$ cat src/rtl/vga_sched_pkg.sv
`default_nettype none
// +------------------------------------------------------------------+
// | vga_sched_pkg: shared types and constants for the VGA RAM writer  |
// | Revision: 1.0                                                     |
// +------------------------------------------------------------------+
package vga_sched_pkg;

   typedef enum logic [1:0] {
      REQ_REG   = 2'd0,
      REQ_INSTR = 2'd1,
      REQ_DATA  = 2'd2
   } req_id_e;

   typedef enum logic [0:0] {
      LOCK = 1'b0,
      RUN  = 1'b1
   } sched_state_e;

   localparam int MEM_SLOTS = 92;
   localparam int REG_SLOTS = 32;

   // Cyclic successor in REG -> INSTR -> DATA -> REG order.
   function automatic logic [1:0] rr_next(input logic [1:0] id);
      return (id >= 2'd2) ? 2'd0 : id + 2'd1;
   endfunction

endpackage
`default_nettype wire

$ cat src/rtl/vga_ram_write_sched_rr_arbiter3.sv
`default_nettype none
// +------------------------------------------------------------------+
// | rr_arbiter3: combinational 3-way round-robin grant from a pointer |
// | Revision: 1.0                                                     |
// +------------------------------------------------------------------+
module rr_arbiter3
   import vga_sched_pkg::*;
(
   input  logic [2:0] req,
   input  logic [1:0] ptr,
   output logic [2:0] grant,
   output logic [1:0] next_ptr
);

   logic [3:0] w_req4;
   logic [1:0] w_idx;
   logic       w_found;

   assign w_req4 = {1'b0, req};

   always_comb begin
      grant    = 3'b000;
      next_ptr = ptr;
      w_idx    = ptr;
      w_found  = 1'b0;
      for (int i = 0; i < 3; i++) begin
         if (!w_found && w_req4[w_idx]) begin
            grant    = 3'b001 << w_idx;
            next_ptr = rr_next(w_idx);
            w_found  = 1'b1;
         end
         w_idx = rr_next(w_idx);
      end
   end

endmodule
`default_nettype wire

$ cat src/rtl/vga_ram_write_sched.sv
`default_nettype none
// +------------------------------------------------------------------+
// | vga_ram_write_sched: buffers shadow updates from three requesters |
// | and issues one RAM write per cycle, round-robin, during blanking. |
// | Revision: 1.0                                                     |
// +------------------------------------------------------------------+
module vga_ram_write_sched #(
   parameter int DATA_W    = 32,
   parameter int REG_SLOTS = vga_sched_pkg::REG_SLOTS,
   parameter int MEM_SLOTS = vga_sched_pkg::MEM_SLOTS,
   parameter int ERR_W     = 8
) (
   input  logic              clk,
   input  logic              rst,
   input  logic              blank,
   input  logic              reg_valid,
   output logic              reg_ready,
   input  logic [4:0]        reg_addr,
   input  logic [DATA_W-1:0] reg_data,
   input  logic              instr_valid,
   output logic              instr_ready,
   input  logic [31:0]       instr_addr,
   input  logic [DATA_W-1:0] instr_data,
   input  logic              data_valid,
   output logic              data_ready,
   input  logic [31:0]       data_addr,
   input  logic [DATA_W-1:0] data_data,
   output logic              reg_mem_enable,
   output logic [4:0]        reg_mem_addr,
   output logic [DATA_W-1:0] reg_mem_data,
   output logic              instr_mem_enable,
   output logic [31:0]       instr_mem_addr,
   output logic [DATA_W-1:0] instr_mem_data,
   output logic              data_mem_enable,
   output logic [31:0]       data_mem_addr,
   output logic [DATA_W-1:0] data_mem_data,
   output logic [ERR_W-1:0]  drop_count,
   output logic              busy
);
   import vga_sched_pkg::*;

   localparam logic [0:0] c_ST_LOCK = LOCK;
   localparam logic [0:0] c_ST_RUN  = RUN;

   logic [0:0]        r_state;
   logic [1:0]        r_ptr;
   logic [1:0]        w_next_ptr;
   logic [2:0]        w_req;
   logic [2:0]        w_grant;
   logic              w_run;

   logic              r_reg_full, r_instr_full, r_data_full;
   logic [4:0]        r_reg_addr;
   logic [31:0]       r_instr_addr, r_data_addr;
   logic [DATA_W-1:0] r_reg_data, r_instr_data, r_data_data;

   logic              w_reg_acc, w_instr_acc, w_data_acc;
   logic              w_reg_ok, w_instr_ok, w_data_ok;
   logic              w_instr_drop, w_data_drop;
   logic [ERR_W:0]    w_drop_sum;

   // Grants only from the registered RUN state while blanking is still active.
   assign w_run = (r_state == c_ST_RUN) && blank;
   assign w_req = {r_data_full, r_instr_full, r_reg_full} & {3{w_run}};

   rr_arbiter3 u_arb (
      .req      (w_req),
      .ptr      (r_ptr),
      .grant    (w_grant),
      .next_ptr (w_next_ptr)
   );

   assign reg_ready   = !r_reg_full   || w_grant[REQ_REG];
   assign instr_ready = !r_instr_full || w_grant[REQ_INSTR];
   assign data_ready  = !r_data_full  || w_grant[REQ_DATA];

   assign w_reg_acc   = reg_valid   && reg_ready;
   assign w_instr_acc = instr_valid && instr_ready;
   assign w_data_acc  = data_valid  && data_ready;

   assign w_reg_ok    = 32'(reg_addr) < 32'(REG_SLOTS);
   assign w_instr_ok  = instr_addr < 32'(MEM_SLOTS);
   assign w_data_ok   = data_addr  < 32'(MEM_SLOTS);

   assign w_instr_drop = w_instr_acc && !w_instr_ok;
   assign w_data_drop  = w_data_acc  && !w_data_ok;
   assign w_drop_sum   = {1'b0, drop_count} + {{ERR_W{1'b0}}, w_instr_drop}
                                            + {{ERR_W{1'b0}}, w_data_drop};

   assign busy = r_reg_full || r_instr_full || r_data_full;

   always_ff @(posedge clk or posedge rst) begin
      if (rst) begin
         r_state <= c_ST_LOCK;
         r_ptr   <= REQ_REG;
      end else begin
         case (r_state)
            c_ST_LOCK: if (blank)  r_state <= c_ST_RUN;
            default:   if (!blank) r_state <= c_ST_LOCK;
         endcase
         r_ptr <= w_next_ptr;
      end
   end

   // A refill in the grant cycle takes priority over clearing the full flag.
   always_ff @(posedge clk or posedge rst) begin
      if (rst) begin
         r_reg_full   <= 1'b0;
         r_instr_full <= 1'b0;
         r_data_full  <= 1'b0;
         r_reg_addr   <= '0;
         r_instr_addr <= '0;
         r_data_addr  <= '0;
         r_reg_data   <= '0;
         r_instr_data <= '0;
         r_data_data  <= '0;
      end else begin
         if (w_reg_acc && w_reg_ok) begin
            r_reg_full <= 1'b1;
            r_reg_addr <= reg_addr;
            r_reg_data <= reg_data;
         end else if (w_grant[REQ_REG]) begin
            r_reg_full <= 1'b0;
         end
         if (w_instr_acc && w_instr_ok) begin
            r_instr_full <= 1'b1;
            r_instr_addr <= instr_addr;
            r_instr_data <= instr_data;
         end else if (w_grant[REQ_INSTR]) begin
            r_instr_full <= 1'b0;
         end
         if (w_data_acc && w_data_ok) begin
            r_data_full <= 1'b1;
            r_data_addr <= data_addr;
            r_data_data <= data_data;
         end else if (w_grant[REQ_DATA]) begin
            r_data_full <= 1'b0;
         end
      end
   end

   always_ff @(posedge clk or posedge rst) begin
      if (rst) begin
         reg_mem_enable   <= 1'b0;
         instr_mem_enable <= 1'b0;
         data_mem_enable  <= 1'b0;
         reg_mem_addr     <= '0;
         reg_mem_data     <= '0;
         instr_mem_addr   <= '0;
         instr_mem_data   <= '0;
         data_mem_addr    <= '0;
         data_mem_data    <= '0;
         drop_count       <= '0;
      end else begin
         reg_mem_enable   <= w_grant[REQ_REG];
         instr_mem_enable <= w_grant[REQ_INSTR];
         data_mem_enable  <= w_grant[REQ_DATA];
         if (w_grant[REQ_REG]) begin
            reg_mem_addr <= r_reg_addr;
            reg_mem_data <= r_reg_data;
         end
         if (w_grant[REQ_INSTR]) begin
            instr_mem_addr <= r_instr_addr;
            instr_mem_data <= r_instr_data;
         end
         if (w_grant[REQ_DATA]) begin
            data_mem_addr <= r_data_addr;
            data_mem_data <= r_data_data;
         end
         drop_count <= w_drop_sum[ERR_W] ? {ERR_W{1'b1}} : w_drop_sum[ERR_W-1:0];
      end
   end

endmodule
`default_nettype wire

$ cat config.mk
export PLATFORM = sky130hd
export DESIGN_NAME = vga_ram_write_sched
export DESIGN_NICKNAME = d
export VERILOG_FILES = /design/src/rtl/vga_sched_pkg.sv /design/src/rtl/vga_ram_write_sched_rr_arbiter3.sv /design/src/rtl/vga_ram_write_sched.sv
export SDC_FILE = /design/constraint.sdc
export NUM_CORES = 1
export LEC_CHECK = 0
export BUFFER_PORTS_ARGS = -buffer_cell sky130_fd_sc_hd__clkbuf_2
export CAP_MARGIN = 20
export CORE_AREA = 2 2 197 199
export CTS_BUF_LIST = sky130_fd_sc_hd__clkbuf_8
export CTS_CLUSTER_SIZE = 28
export DETAILED_ROUTE_END_ITERATION = 6
export DIE_AREA = 0 0 199 201
export PLACE_DENSITY = 0.59
export SLEW_MARGIN = 20
export SYNTH_ARGS = -nofsm -noshare
export SYNTH_HDL_FRONTEND = slang
export SYNTH_SLANG_ARGS = --single-unit
$ cat constraint.sdc
create_clock -name clk -period 10.8 [get_ports clk]
set_clock_uncertainty 0.1 [all_clocks]
set_input_delay 1.08 -clock clk [delete_from_list [all_inputs] [get_ports clk]]
set_output_delay 1.08 -clock clk [all_outputs]
set_load 0.05 [all_outputs]
==> flow_metrics.py <==
metrics = {
    "outcome": {
        "status": "finished, final reports clean",
    },
    "routing": {
        "wl_per_cell_um": 16.5,
        "vias": 7778,
        "wl_um": 28900,
        "wl_met2_um": 13600,
        "ant_nets": 0,
        "highest_layer": "met4",
        "drt_pass1_iterations": 4,
        "routed-wl-met3_um": 2310,
        "drc": 0,
        "drt-met1-wl_um": 12000,
        "via_per_inst": 4.44,
        "drt_iter0_drc": 186,
    },
    "critical_path": {
        "crit_path_start": "r_data_full",
        "startpoint_type": "flop",
        "ff2ff_setup_slack_ns": 7.84,
        "crit_end": "reg_ready",
        "crit_type": "reg -> out",
        "required_ns": 9.62,
        "critPathMaxFanout": 8,
        "r2r_cells": 11,
        "rr_endpoint": "drop_count[1]",
        "critPathArrivalTime_ns": 2.27,
        "end_kind": "output pin",
        "timing.rr.start": "r_ptr[0]",
    },
    "cts": {
        "clkSinkCount": 347,
        "cts_made_buffers": 59,
        "cts_tree": "built",
        "clk_pin_slew_ns": 0.06,
        "clk_path_buf_depth": 3,
        "post_cts_resized": 0,
        "postCtsSetupRepairBufs": 0,
        "clk_latency_ns": 0.63,
        "root_buffer": "clkbuf_8",
        "cts_hold_buf": 0,
        "htree_levels": 2,
    },
    "timing": {
        "rsz0062_at_grt": "no",
        "finalSetupViolCount": 0,
        "slew_headroom": 0.299,
        "worst_pin_slew_ns": 1.05,
        "slew_viol_final": 0,
        "final.setup.tns_ns": 0,
        "hold_viol_final": 0,
        "worst_slack_ns": 7.35,
        "fmax_mhz": 290,
        "period_minus_slack_ns": 3.45,
        "period_share": 0.320,
        "holdWs_ns": 0.379,
    },
    "final_layout": {
        "diodes": 0,
        "area_growth_pct": 27.5,
        "drive_gt1_frac": 0.594,
        "final_cells": 1750,
        "fillers": 3548,
        "nets": 1359,
    },
    "logic_synthesis": {
        "yosysTopAreaCellShare": 0.666,
        "synth_xor_area_frac": 0.00269,
        "synth_top_family_by_area": "multiplexers",
        "muxShareOfSynthArea": 0.251,
        "yosys_most_used_dff": "dfrtp_1",
        "synth_simple_gate_area_frac": 0.0491,
        "seq_area_frac_synth": 0.666,
        "ys_warn_count": 0,
        "synth-compound-area-share": 0.00988,
        "synth_edf_count": 0,
        "avgSynthCellArea_um2": 16.2,
        "synth_nets": 976,
        "synth_cells": 803,
        "yosys-top-cells-count": "347 x dfrtp_1, 242 x mux2_2, 30 x mux2_4, 27 x nor2b_1, 26 x and2_1",
        "synth.area.top_cells": "dfrtp_1 67%, mux2_2 21%, mux2_4 3.5%, nor2b_1 1.3%, and2_1 1.2%",
        "synth_most_common_cell": "dfrtp_1",
        "synth_cell_types": 40,
        "syn_area_um2": 13000,
        "synth-seq-cells": 347,
        "synth_area_leader_cell": "dfrtp_1",
        "synth_fa_ha_area_frac": 0.00249,
        "async_reset_ff_frac": 1.00,
    },
    "place": {
        "portBuffers": 350,
        "place.gp.congestion": 0.710,
        "pre_cts_slack_ns": 7.25,
        "hpwlAfterDp_um": 19100,
        "dpl.cell_count": 1642,
    },
    "grt": {
        "grt_pass1_vias": 8272,
        "antenna_found_initial": 0,
        "overflow": 0,
        "grt_first_pass_wirelength_um": 45800,
        "grtUsageTotal": 0.146,
        "grt_max_degree": 184,
    },
    "floorplanning": {
        "start_util": 0.342,
        "coreArea_um2": 38100,
        "fp.dieArea_um2": 40000,
        "die-height_um": 201,
        "ios": 351,
        "num_rows": 72,
        "die_width_um": 199,
    },
    "pwr": {
        "p_leak_nw": 8.80,
        "vdd_ir_drop_max_uv": 113,
        "power_density_nw_per_um2": 205,
    },
    "run": {
        "drv_cap": 0,
    },
    "min_path": {
        "hold_class": "reg -> reg",
    },
}
-- cells by family after synthesis --
| group | Yosys count |
|---|---|
| adder cells (fa/ha/maj) | 2 |
| XOR/XNOR | 4 |
| AND/OR/NAND/NOR | 112 |
| flip-flops | 347 |
| multiplexers | 281 |
| buffers and inverters | 41 |
| AO/OA/AOI/OAI | 16 |
-- layout make-up --
type	instances	area, um2	area share
inverters	6	26.3	0.00158
multi-input cells	415	4150	0.249
clock buffers	76	1050	0.0629
well taps	518	648	0.0390
clock inverters	31	253	0.0152
repair buffers	357	1840	0.110
flip-flops and latches	347	8680	0.522
-- report_power, final --
group / internal (mW) / switching [mW]
clock network: 0.726 / 0.529
logic: 0.189 / 0.448
registers: 1.44 / 0.0773
-- layout by cell type (no fill, tap or decap), types with 2 or more instances in the layout --
cell type   count
clkbuf_2      350
dfrtp_1       347
mux2_2        242
clkbuf_8       76
mux2_4         30
nor2b_1        27
and2_1         25
inv_1          23
nand2_1        16
nor4_1         10
mux2_1          9
nand3_1         8
nor2_1          7
clkinv_2        5
buf_4           5
bufinv_16       4
a21oi_1         3
nand2b_1        3
clkinvlp_4      3
and2b_1         2
a31o_2          2
nor3_1          2
nand4_1         2
a211oi_1        2
nand3b_1        2
xnor2_1         2
xor2_1          2
a31oi_1         2
-- metrics by stage --
stage,total power [mW],utilization,cell area (um2)
2_1_floorplan,2.00,-,13100
3_3_place_gp,2.17,0.402,15300
3_5_place_dp,2.19,0.402,15300
4_1_cts,3.48,0.436,16600
5_1_grt,3.58,0.437,16600
6_report,3.41,0.437,16600
-- worst min path at each step --
stage                               start         endpoint  slack [ns]  depth (start not counted)
after floorplan           r_data_addr[10]  r_data_addr[10]        0.35                          1
final                      r_data_addr[7]   r_data_addr[7]        0.38                          1
after global placement    r_instr_data[4]  r_instr_data[4]        0.36                          1
after CTS                 r_data_addr[12]  r_data_addr[12]        0.38                          1
after global routing      r_data_addr[20]  r_data_addr[20]        0.39                          1
after detailed placement   r_data_addr[7]   r_data_addr[7]        0.37                          1
-- worst max-delay path, stage by stage (launching register included) --
cell      delay [ns]
dfrtp_1         0.46
or2_2           0.34
a221oi_2        0.32
nand2b_2        0.20
clkbuf_2        0.32
-- routing by layer --
metal | vias up | global-route usage
met4 | 0 | 0.0666
li1 | 3583 | -
met3 | 63 | 0.0526
met5 | - | 0
met1 | 3890 | 0.178
met2 | 242 | 0.232
-- registers in the layout, summed over array words and instances, names as in the netlist --
name              flops
r_reg_addr            5
r_reg_full            1
r_data_full           1
r_instr_full          1
reg_mem_addr          5
r_data_data          32
data_mem_enable       1
reg_mem_enable        1
instr_mem_enable      1
instr_mem_addr       32
r_reg_data           32
data_mem_addr        32
drop_count            8
r_instr_data         32
instr_mem_data       32
reg_mem_data         32
r_ptr                 2
r_state               1
r_instr_addr         32
data_mem_data        32
r_data_addr          32
No activity file was read; power rests on OpenSTA's default activity.
